<file path="config.mk">
export PLATFORM = sky130hd
export DESIGN_NAME = rv_g_wb_arbiter
export DESIGN_NICKNAME = d
export VERILOG_FILES = /design/src/rtl/rv_g_pkg.sv /design/src/rtl/rv_g_wb_fifo.sv /design/src/rtl/rv_g_wb_arbiter.sv
export SDC_FILE = /design/constraint.sdc
export NUM_CORES = 1
export LEC_CHECK = 0
export CAP_MARGIN = 20
export CORE_UTILIZATION = 50
export CTS_CLUSTER_DIAMETER = 50
export DETAILED_ROUTE_END_ITERATION = 10
export GPL_TIMING_DRIVEN = 0
export PLACE_DENSITY = 0.75
export SETUP_SLACK_MARGIN = 0.02
export SYNTH_ARGS = -nofsm -noshare
export SYNTH_HDL_FRONTEND = slang
export SYNTH_HIERARCHICAL = 1
export SYNTH_SLANG_ARGS = --single-unit
</file>
<file path="constraint.sdc">
create_clock -name clk_i -period 3.2 [get_ports clk_i]
set_clock_uncertainty 0.2 [all_clocks]
set_input_delay 0.8 -clock clk_i [delete_from_list [all_inputs] [get_ports clk_i]]
set_output_delay 0.8 -clock clk_i [all_outputs]
set_load 0.05 [all_outputs]
</file>
<file path="src/rtl/rv_g_pkg.sv">
// Shared definitions for the rv_g register-file writeback path.
package rv_g_pkg;

    typedef logic [5:0] reg_addr_t;

    // Addresses at or above this value select the floating-point bank.
    localparam int unsigned FP_BASE = 32;

    function automatic int unsigned max_len(input int unsigned xlen, input int unsigned flen);
        return (xlen > flen) ? xlen : flen;
    endfunction

endpackage

</file>
<file path="src/rtl/rv_g_wb_fifo.sv">
// Small synchronous FIFO buffering completed results of one execution unit.
// A push is ignored while full and a pop is ignored while empty.
module rv_g_wb_fifo #(
    parameter int unsigned DEPTH = 2,
    parameter int unsigned WIDTH = 8,
    localparam int unsigned PtrW = (DEPTH > 1) ? $clog2(DEPTH) : 1,
    localparam int unsigned CntW = $clog2(DEPTH + 1)
) (
    input  logic             clk_i,
    input  logic             rst_i,
    input  logic             push_i,
    input  logic [WIDTH-1:0] push_data_i,
    input  logic             pop_i,
    output logic [WIDTH-1:0] pop_data_o,
    output logic             full_o,
    output logic             empty_o,
    output logic [CntW-1:0]  count_o
);

    logic [WIDTH-1:0] mem_q [DEPTH];
    logic [PtrW-1:0]  wr_ptr_q, wr_ptr_d;
    logic [PtrW-1:0]  rd_ptr_q, rd_ptr_d;
    logic [CntW-1:0]  count_q, count_d;
    logic             full_q;
    logic             push_ok;
    logic             pop_ok;

    assign push_ok = push_i & ~full_q;
    assign pop_ok  = pop_i & (count_q != '0);

    // Pointers wrap naturally because DEPTH is a power of two.
    always_comb begin
        wr_ptr_d = wr_ptr_q;
        rd_ptr_d = rd_ptr_q;
        count_d  = count_q;
        if (push_ok) begin
            wr_ptr_d = wr_ptr_q + PtrW'(1);
        end
        if (pop_ok) begin
            rd_ptr_d = rd_ptr_q + PtrW'(1);
        end
        case ({push_ok, pop_ok})
            2'b10:   count_d = count_q + CntW'(1);
            2'b01:   count_d = count_q - CntW'(1);
            default: count_d = count_q;
        endcase
    end

    // full_q is registered from the next count, so a pop in the same cycle
    // never frees a slot early; it reads as full during reset to refuse pushes.
    always_ff @(posedge clk_i) begin
        if (rst_i) begin
            wr_ptr_q <= '0;
            rd_ptr_q <= '0;
            count_q  <= '0;
            full_q   <= 1'b1;
        end else begin
            wr_ptr_q <= wr_ptr_d;
            rd_ptr_q <= rd_ptr_d;
            count_q  <= count_d;
            full_q   <= (count_d == CntW'(DEPTH));
        end
    end

    always_ff @(posedge clk_i) begin
        if (push_ok) begin
            mem_q[wr_ptr_q] <= push_data_i;
        end
    end

    assign pop_data_o = mem_q[rd_ptr_q];
    assign full_o     = full_q;
    assign empty_o    = (count_q == '0);
    assign count_o    = count_q;

endmodule

</file>
<file path="src/rtl/rv_g_wb_arbiter.sv">
// Round-robin writeback arbiter feeding the unified int/fp register-file
// write port from NUM_SRC buffered execution-unit result channels.
module rv_g_wb_arbiter
    import rv_g_pkg::*;
#(
    parameter int unsigned XLEN       = 32,
    parameter int unsigned FLEN       = 32,
    parameter int unsigned NUM_SRC    = 4,
    parameter int unsigned FIFO_DEPTH = 2,
    localparam int unsigned MaxLen    = max_len(XLEN, FLEN)
) (
    input  logic                           clk_i,
    input  logic                           rst_i,
    input  logic [NUM_SRC-1:0]             src_valid_i,
    output logic [NUM_SRC-1:0]             src_ready_o,
    input  logic [NUM_SRC-1:0][5:0]        src_addr_i,
    input  logic [NUM_SRC-1:0][MaxLen-1:0] src_data_i,
    output logic                           wr_en_o,
    output logic [5:0]                     wr_addr_o,
    output logic [MaxLen-1:0]              wr_data_o,
    output logic                           busy_o
);

    localparam int unsigned EntW = 6 + MaxLen;
    localparam int unsigned SrcW = $clog2(NUM_SRC);
    localparam int unsigned CntW = $clog2(FIFO_DEPTH + 1);

    logic [EntW-1:0]    pop_data [NUM_SRC];
    logic [CntW-1:0]    count    [NUM_SRC];
    logic [NUM_SRC-1:0] full;
    logic [NUM_SRC-1:0] empty;
    logic [NUM_SRC-1:0] pop;

    logic [SrcW-1:0]    rr_q, rr_d;
    logic [SrcW:0]      cand;
    logic               grant_valid;
    logic [SrcW-1:0]    grant_idx;

    logic [EntW-1:0]    sel_entry;
    reg_addr_t          sel_addr;
    logic [MaxLen-1:0]  sel_data;
    logic [MaxLen-1:0]  int_mask;
    logic [MaxLen-1:0]  wr_data_d;
    logic               any_pending;

    logic               wr_en_q;
    reg_addr_t          wr_addr_q;
    logic [MaxLen-1:0]  wr_data_q;

    for (genvar s = 0; s < NUM_SRC; s++) begin : g_src
        rv_g_wb_fifo #(
            .DEPTH (FIFO_DEPTH),
            .WIDTH (EntW)
        ) u_fifo (
            .clk_i       (clk_i),
            .rst_i       (rst_i),
            .push_i      (src_valid_i[s]),
            .push_data_i ({src_addr_i[s], src_data_i[s]}),
            .pop_i       (pop[s]),
            .pop_data_o  (pop_data[s]),
            .full_o      (full[s]),
            .empty_o     (empty[s]),
            .count_o     (count[s])
        );
    end

    assign src_ready_o = ~full;

    // Search upward from rr_q, wrapping modulo NUM_SRC, for the first non-empty FIFO.
    always_comb begin
        grant_valid = 1'b0;
        grant_idx   = '0;
        cand        = '0;
        for (int unsigned i = 0; i < NUM_SRC; i++) begin
            cand = {1'b0, rr_q} + (SrcW + 1)'(i);
            if (cand >= (SrcW + 1)'(NUM_SRC)) begin
                cand = cand - (SrcW + 1)'(NUM_SRC);
            end
            if (!grant_valid && !empty[cand[SrcW-1:0]]) begin
                grant_valid = 1'b1;
                grant_idx   = cand[SrcW-1:0];
            end
        end
    end

    always_comb begin
        pop  = '0;
        rr_d = rr_q;
        for (int unsigned s = 0; s < NUM_SRC; s++) begin
            pop[s] = grant_valid && (grant_idx == SrcW'(s));
        end
        if (grant_valid) begin
            rr_d = (grant_idx == SrcW'(NUM_SRC - 1)) ? '0 : grant_idx + SrcW'(1);
        end
    end

    // Integer destinations narrower than MaxLen get their upper bits cleared.
    always_comb begin
        int_mask = '0;
        for (int unsigned b = 0; b < MaxLen; b++) begin
            int_mask[b] = (b < XLEN);
        end
    end

    assign sel_entry = pop_data[grant_idx];
    assign sel_addr  = sel_entry[EntW-1 -: 6];
    assign sel_data  = sel_entry[MaxLen-1:0];
    assign wr_data_d = (sel_addr >= reg_addr_t'(FP_BASE)) ? sel_data : (sel_data & int_mask);

    always_comb begin
        any_pending = 1'b0;
        for (int unsigned s = 0; s < NUM_SRC; s++) begin
            any_pending = any_pending | (count[s] != '0);
        end
    end

    // x0 results still consume their grant slot but never raise the write strobe.
    always_ff @(posedge clk_i) begin
        if (rst_i) begin
            rr_q      <= '0;
            wr_en_q   <= 1'b0;
            wr_addr_q <= '0;
            wr_data_q <= '0;
        end else begin
            rr_q    <= rr_d;
            wr_en_q <= grant_valid && (sel_addr != '0);
            if (grant_valid) begin
                wr_addr_q <= sel_addr;
                wr_data_q <= wr_data_d;
            end
        end
    end

    assign wr_en_o   = wr_en_q;
    assign wr_addr_o = wr_addr_q;
    assign wr_data_o = wr_data_q;
    assign busy_o    = any_pending | wr_en_q;

endmodule

</file>
==> Word-level counts from Yosys, hierarchy flattened <==
Memories as Yosys holds them, arrays and structs flattened. A register that Yosys moved wholly into a read port is not among the register bits.
Cells that the tools add are included.
{ "totals": {"output_inout_bits": 44, "memories": 4, "regBits": 61, "inputBits": 158, "mem_bits_rw": 304, "word_cells": 157} }
{ "memory_table": {"columns": ["name", "depth", "width", "rd", "rd_ports_with_merged_regs", "wr", "line", "source"], "rows": [
  ["g_src[0].u_fifo.mem_q", 2, 38, 1, 1, 1, "rv_g_wb_fifo.sv:20", "logic [WIDTH-1:0] mem_q [DEPTH];"],
  ["g_src[1].u_fifo.mem_q", 2, 38, 1, 1, 1, "rv_g_wb_fifo.sv:20", null],
  ["g_src[2].u_fifo.mem_q", 2, 38, 1, 1, 1, "rv_g_wb_fifo.sv:20", null],
  ["g_src[3].u_fifo.mem_q", 2, 38, 1, 1, 1, "rv_g_wb_fifo.sv:20", null]
]} }
{ "op_classes": {"n_mux": 44, "bitwise_logic": 18, "n_addsub": 24, "reduce_logical": 23, "n_lt_le_gt_ge": 9, "n_eq_ne": 15} }
{ "ops": {"columns": ["cell", "n"], "rows": [
  ["38-bit binary-select mux with 2-bit select", 1],
  ["38-bit 2-to-1 mux", 2],
  ["1-bit 2-to-1 mux", 24],
  ["2-bit equality test, second input constant", 10],
  ["2-bit 2-to-1 mux", 9],
  ["2-bit case mux with 2 select lines", 4],
  ["2-bit by 1-bit subtractor with 2-bit output, second input constant", 8],
  ["3-bit >= comparator, second input constant", 4],
  ["2-bit by 3-bit less-than comparator with 1-bit output, second input constant", 4],
  ["2-bit by 1-bit adder with 2-bit output, second input constant", 5],
  ["2-bit by 1-bit equality test with 1-bit output, second input constant", 5],
  ["2-bit logical NOT", 5],
  ["1-bit adder, second input constant", 8],
  ["1-bit bitwise AND", 8],
  ["1-bit binary-select mux with 2-bit select", 4],
  ["1-bit logical AND", 8],
  ["2-bit nonzero test", 4],
  ["2-bit by 2-bit adder with 3-bit output, second input constant", 2],
  ["6-bit nonzero test", 1],
  ["1-bit logical NOT", 5],
  ["1-bit NOT", 4],
  ["4-bit NOT", 1],
  ["1-bit OR", 4],
  ["2-bit by 1-bit adder with 3-bit output, second input constant", 1],
  ["other kinds (2)", 2]
]} }

==> Logic depth before layout (Yosys ltp) <==
{ "depth": {"word_depth": 20, "ltp_mapped": 15, "depth_no_buf": 12} }

==> Hierarchy <==
Netlist, hierarchy kept.
{ "modules_own_cells": {"columns": ["module", "area_per_inst_um2", "n_inst", "seq_area_each_um2", "cells_per_inst"], "rows": [
  ["rv_g_wb_fifo", 2990.4, 4, 2402.3, 146],
  ["rv_g_wb_arbiter", 2881.5, 1, 820.8, 396]
]} }

==> Worst setup path after synthesis <==
OpenSTA, ideal clock, no wires.
{ "synth_path": {"path_type": "flip-flop to flip-flop", "start": "register g_src[1].u_fifo.count_q[0]", "end": "register g_src[1].u_fifo.count_q[1]", "setup_slack_ns": 0.037, "required_time_ns": 2.930, "synth_period_minus_slack_ns": 3.163, "arrival_ns": 2.893, "setup_ns": 0.070, "stages_incl_launch_ff": 15, "n_path_buf": 3, "cell_sequence": "dfxtp_1 nor2_1 nand2b_2 a21oi_1 a221o_1 buf_2 buf_6 buf_2 inv_1 ha_1 and2_1 o21a_2 ha_1 or3_1 a21oi_1"} }
{ "synth_via": {"elab_chain_len": 17, "elab_cells_between_ends": 34, "classes_between": "2 x add/sub; 3 x eq/ne; 17 x mux; 1 x bitwise; 11 x reduce/logical"} }
{ "synth_lines": {"columns": ["element", "line", "source"], "rows": [
  ["start, declared", "rv_g_wb_fifo.sv:23", "logic [CntW-1:0] count_q, count_d;"],
  ["start signal, assigned", "rv_g_wb_fifo.sv:60", "count_q <= count_d;"],
  ["2-bit logical NOT (*)", "rv_g_wb_fifo.sv:73", "assign empty_o = (count_q == '0);"],
  ["via empty[1]", "rv_g_wb_arbiter.sv:31", "logic [NUM_SRC-1:0] empty;"],
  ["1-bit binary-select mux with 2-bit select", "rv_g_wb_arbiter.sv:79", "if (!grant_valid && !empty[cand[SrcW-1:0]]) begin"],
  ["1-bit 2-to-1 mux (implied by the code)", "rv_g_wb_arbiter.sv:79", null],
  ["1-bit logical NOT", "rv_g_wb_arbiter.sv:79", null],
  ["1-bit logical AND", "rv_g_wb_arbiter.sv:79", null],
  ["1-bit 2-to-1 mux", "rv_g_wb_arbiter.sv:79", null],
  ["1-bit logical NOT", "rv_g_wb_arbiter.sv:79", null],
  ["[4 not listed]", null, null],
  ["2-bit 2-to-1 mux", "rv_g_wb_arbiter.sv:79", null],
  ["2-bit by 1-bit equality test with 1-bit output", "rv_g_wb_arbiter.sv:90", "pop[s] = grant_valid && (grant_idx == SrcW'(s));"],
  ["1-bit logical AND (*)", "rv_g_wb_arbiter.sv:90", null],
  ["via pop[1]", "rv_g_wb_arbiter.sv:32", "logic [NUM_SRC-1:0] pop;"],
  ["1-bit bitwise AND (*)", "rv_g_wb_fifo.sv:29", "assign pop_ok = pop_i & (count_q != '0);"],
  ["via g_src[1].u_fifo.pop_ok", "rv_g_wb_fifo.sv:26", "logic pop_ok;"],
  ["2-bit by 1-bit equality test with 1-bit output or 2-bit equality test (tied branches)", "rv_g_wb_fifo.sv:42", "case ({push_ok, pop_ok})"],
  ["2-bit case mux with 2 select lines (*)", "rv_g_wb_fifo.sv:42", null]
]} }
The timed path passes the listed nets; every way through them passes the cells marked *. The select of a mux whose other input is x is not followed.
A chain may end at the register's enable or synchronous reset.

==> Final worst setup path <==
{ "layout_path": {"start": "register g_src[2].u_fifo.count_q[1]", "end": "register g_src[1].u_fifo.count_q[1]"} }
{ "layout_via": {"elab_chain_len": 17, "elab_cells_between_ends": 31, "classes_between": "3 x eq/ne; 17 x mux; 1 x bitwise; 10 x reduce/logical"} }
{ "layout_lines": {"columns": ["element", "line"], "rows": [
  ["start, declared", "rv_g_wb_fifo.sv:23"],
  ["start signal, assigned", "rv_g_wb_fifo.sv:60"],
  ["2-bit logical NOT (*)", "rv_g_wb_fifo.sv:73"],
  ["via empty[2]", "rv_g_wb_arbiter.sv:31"],
  ["1-bit binary-select mux with 2-bit select", "rv_g_wb_arbiter.sv:79"],
  ["1-bit 2-to-1 mux (implied by the code)", "rv_g_wb_arbiter.sv:79"],
  ["1-bit logical NOT", "rv_g_wb_arbiter.sv:79"],
  ["1-bit logical AND", "rv_g_wb_arbiter.sv:79"],
  ["1-bit 2-to-1 mux", "rv_g_wb_arbiter.sv:79"],
  ["1-bit logical NOT", "rv_g_wb_arbiter.sv:79"],
  ["[4 not listed]", null],
  ["2-bit 2-to-1 mux", "rv_g_wb_arbiter.sv:79"],
  ["2-bit by 1-bit equality test with 1-bit output", "rv_g_wb_arbiter.sv:90"],
  ["1-bit logical AND (*)", "rv_g_wb_arbiter.sv:90"],
  ["via pop[1]", "rv_g_wb_arbiter.sv:32"],
  ["1-bit bitwise AND (*)", "rv_g_wb_fifo.sv:29"],
  ["via g_src[1].u_fifo.pop_ok", "rv_g_wb_fifo.sv:26"],
  ["2-bit by 1-bit equality test with 1-bit output or 2-bit equality test (tied branches)", "rv_g_wb_fifo.sv:42"],
  ["2-bit case mux with 2 select lines (*)", "rv_g_wb_fifo.sv:42"]
]} }
Marked as above.

==> results.tsv <==
stage	metric	value	unit
floorplanning	die_w	174	um
logic_synthesis	syn_inst	980	
clocking	cts_tree	done	
global_route	grt_pass1_vias	9217	
routing	drc	0	
logic_synthesis	synth-compound-area-share	0.0734	
placed_design	io_buffers	201	
logic_synthesis	yosys-mux-area-fraction	0.115	
logic_synthesis	synth_simple_gate_area_frac	0.0661	
routing	wl	35700	um
sta	rsz0062_at_grt	no	
sta	post-route-period-util	0.959	
layout	n_fill_cell	2018	
logic_synthesis	synth_top_family_by_area	multiplexers	
placed_design	dp.cells	1573	
global_route	grt_pass1_wl	53500	um
routing	vias_per_cell	5.60	
placed_design	gp_routability_congestion	0.938	
power_and_ir_drop	power.total	17.0	mW
logic_synthesis	async_reset_ff_frac	0	
routing	drtIter0Drc	796	
sta	max_freq	326	MHz
global_route	grt.overflow.total	0	
routing	antenna_left	0	
clocking	clkTransAtPathRegs	0.06	ns
worst_setup_path	cp_max_fo	10	
clocking	cts_root_buffer	clkbuf_16	
sta	maxSlewHeadroom	0.357	
routing	wl_per_cell	21.6	um
clocking	cts_buffer_depth	3	
power_and_ir_drop	power_leakage	6.65	nW
worst_setup_path	worst-setup-path-type	reg2reg	
worst_setup_path	critPathRequiredTime	3.41	ns
logic_synthesis	syn_area	14800	sq um
job	maxCapViolations	0	
layout	final-instance-count-excl-fill	1650	
routing	firstDrtPassIters	5	
logic_synthesis	synth.ff_latch_count	369	
logic_synthesis	synth_area_leader_cell	edfxtp_1	
floorplanning	die_area	30400	sq um
global_route	grt_max_degree	30	
power_and_ir_drop	irDropWorstVdd	0.000469	V
logic_synthesis	synth_area_leaders	edfxtp_1, dfxtp_1, mux2_1, mux2_2, nand2_1	
run_status	outcome	complete, no violations	
logic_synthesis	synth-edff-count	304	
floorplanning	io_pins	202	
logic_synthesis	synthDistinctLibCells	45	
sta	finalHoldViolations	0	
logic_synthesis	seq_area_frac_synth	0.703	
logic_synthesis	syn_nets	1146	
clocking	cts_inserted_buffers	40	
layout	final_common_cell	edfxtp_1	
sta	period_minus_slack	3.07	ns
clocking	clk_latency	0.52	ns
floorplanning	coreArea	28900	sq um
worst_setup_path	start_kind	flop	
logic_synthesis	synthXorXnorAreaFrac	0.0118	
min_path	hold_path_class	reg2reg	
sta	tightest_slew	0.961	ns
layout	drive_gt1_frac	0.173	
floorplanning	die_h	174	um
floorplanning	initial_core_util	0.513	
layout	syn_to_final_growth	28.6	%
layout	area.sequential	10400	sq um
global_route	antenna_found_initial	3	
placed_design	dp_hpwl	25500	um
power_and_ir_drop	power_density	892	nW/um^2
layout	multiInputGateArea	4180	sq um
logic_synthesis	avgSynthCellArea	15.1	sq um
logic_synthesis	synthAdderAreaFrac	0.00674	
logic_synthesis	synth_ff_type	edfxtp_1	
sta	fin_tns_setup	0	ns
logic_synthesis	synth_top_area_frac	0.615	
clocking	cts.sinks	369	
floorplanning	rows	62	
sta	slew_viol_final	0	
clocking	h-tree-depth	2	
layout	nets	1399	
global_route	track_usage	0.235	
routing	vias	9246	
worst_setup_path	worstPathArrival	3.28	ns
sta	setup_viol	0	
layout	mostFrequentLayoutCells	edfxtp_1, clkdlybuf4s50_1, nand2_1	
logic_synthesis	ys_warn_count	6	
worst_setup_path	critPathCaptureType	flop	
-- metal layers --
layer | up-vias | wire (um) | track usage
met5 | - | 0 | 0
met4 | 0 | 852 | 0.0782
met3 | 58 | 2830 | 0.0429
met2 | 395 | 16800 | 0.371
met1 | 4542 | 15200 | 0.328
li1 | 4251 | - | -
-- metrics by stage --
| step | cell area [sq um] | utilization | hold slack [ns] | setup slack [ns] |
|---|---|---|---|---|
| CTS | 19000 | 0.657 | 0.255 | 0.0420 |
| finish | 19100 | 0.660 | 0.256 | 0.130 |
| floorplan | 14800 | - | 0.280 | 0.0372 |
| global route | 19100 | 0.660 | 0.281 | 0.00597 |
| detailed placement | 17600 | 0.608 | 0.246 | -0.661 |
| global placement | 17300 | 0.599 | 0.240 | -1.51 |
-- critical path: stages, from the launching register on --
cell and delay [ns]:
dfxtp_2 0.37, nor2_4 0.18, buf_4 0.15, o22ai_2 0.08, a221o_1 0.33, buf_6 0.15, buf_12 0.15, inv_1 0.07
ha_1 0.14, and2_1 0.18, o21a_2 0.20, ha_4 0.22, or3_1 0.36, a21oi_1 0.18
-- flip-flops by register name (all words and copies together) (netlist names), 2 cells and up, named ones only --
register,flops
g_src.u_fifo/count_o,8
g_src.u_fifo/full_o,4
g_src.u_fifo/mem_q,304
g_src.u_fifo/rd_ptr_q,4
g_src.u_fifo/wr_ptr_q,4
rr_q,2
wr_addr_o,6
wr_data_o,32
-- synthesized netlist by cell type (8+ instances only) --
library cell,n
ha_1,8
dfxtp_1,65
nand3_1,20
nor2_1,29
buf_2,27
and3_1,38
a211oi_1,32
buf_4,9
mux2_2,72
xor2_1,8
clkbuf_1,18
o21ai_0,10
mux2_1,80
inv_1,14
a21oi_1,46
nand2_1,104
xnor2_1,12
a311o_1,32
edfxtp_1,304
-- area by class of cell --
cell class	count	area share
flip-flops and latches	369	0.547
multi-input cells	539	0.219
repair buffers	213	0.118
clock buffers	54	0.0590
well taps	384	0.0252
plain buffers	55	0.0161
clock inverters	18	0.0123
inverters	15	0.00308
diodes	3	0.000393
-- kinds of logic after synthesis --
group,count (synthesis)
AOI/OAI and AO/OA,148
xor gates and xnor gates,20
adders and majority gates,8
buffers and inverters,72
DFF,369
muxes,152
and+or+nand+nor,211
-- path summary, 6_finish.rpt --
kind,depth (start not counted),slack [ns],start,endpoint
min,2,0.26,wr_data_o[4],wr_data_o[4]
min reg2reg,2,0.26,wr_data_o[4],wr_data_o[4]
max,13,0.13,g_src[2].u_fifo/count_o[1],g_src[1].u_fifo/count_o[1]
max reg2reg,13,0.13,g_src[2].u_fifo/count_o[1],g_src[1].u_fifo/count_o[1]
-- report_power, final --
group | total [mW] | leakage (nW) | internal (mW) | switching, mW
Clock | 4.71 | 0.666 | 2.89 | 1.82
Sequential | 6.00 | 3.33 | 5.73 | 0.265
Combinational | 6.31 | 2.65 | 2.42 | 3.89
-- timing repair --
| item | in CTS | in global routing |
|---|---|---|
| gates cloned | 0 | 1 |
| hold buffers | 0 | 0 |
| resized for setup | 18 | 13 |
| buffers inserted | 1 | 2 |
| setup endpoints to repair | 16 | 4 |
| pin swaps | 1 | 3 |
Power figures use the tool's default switching activity.
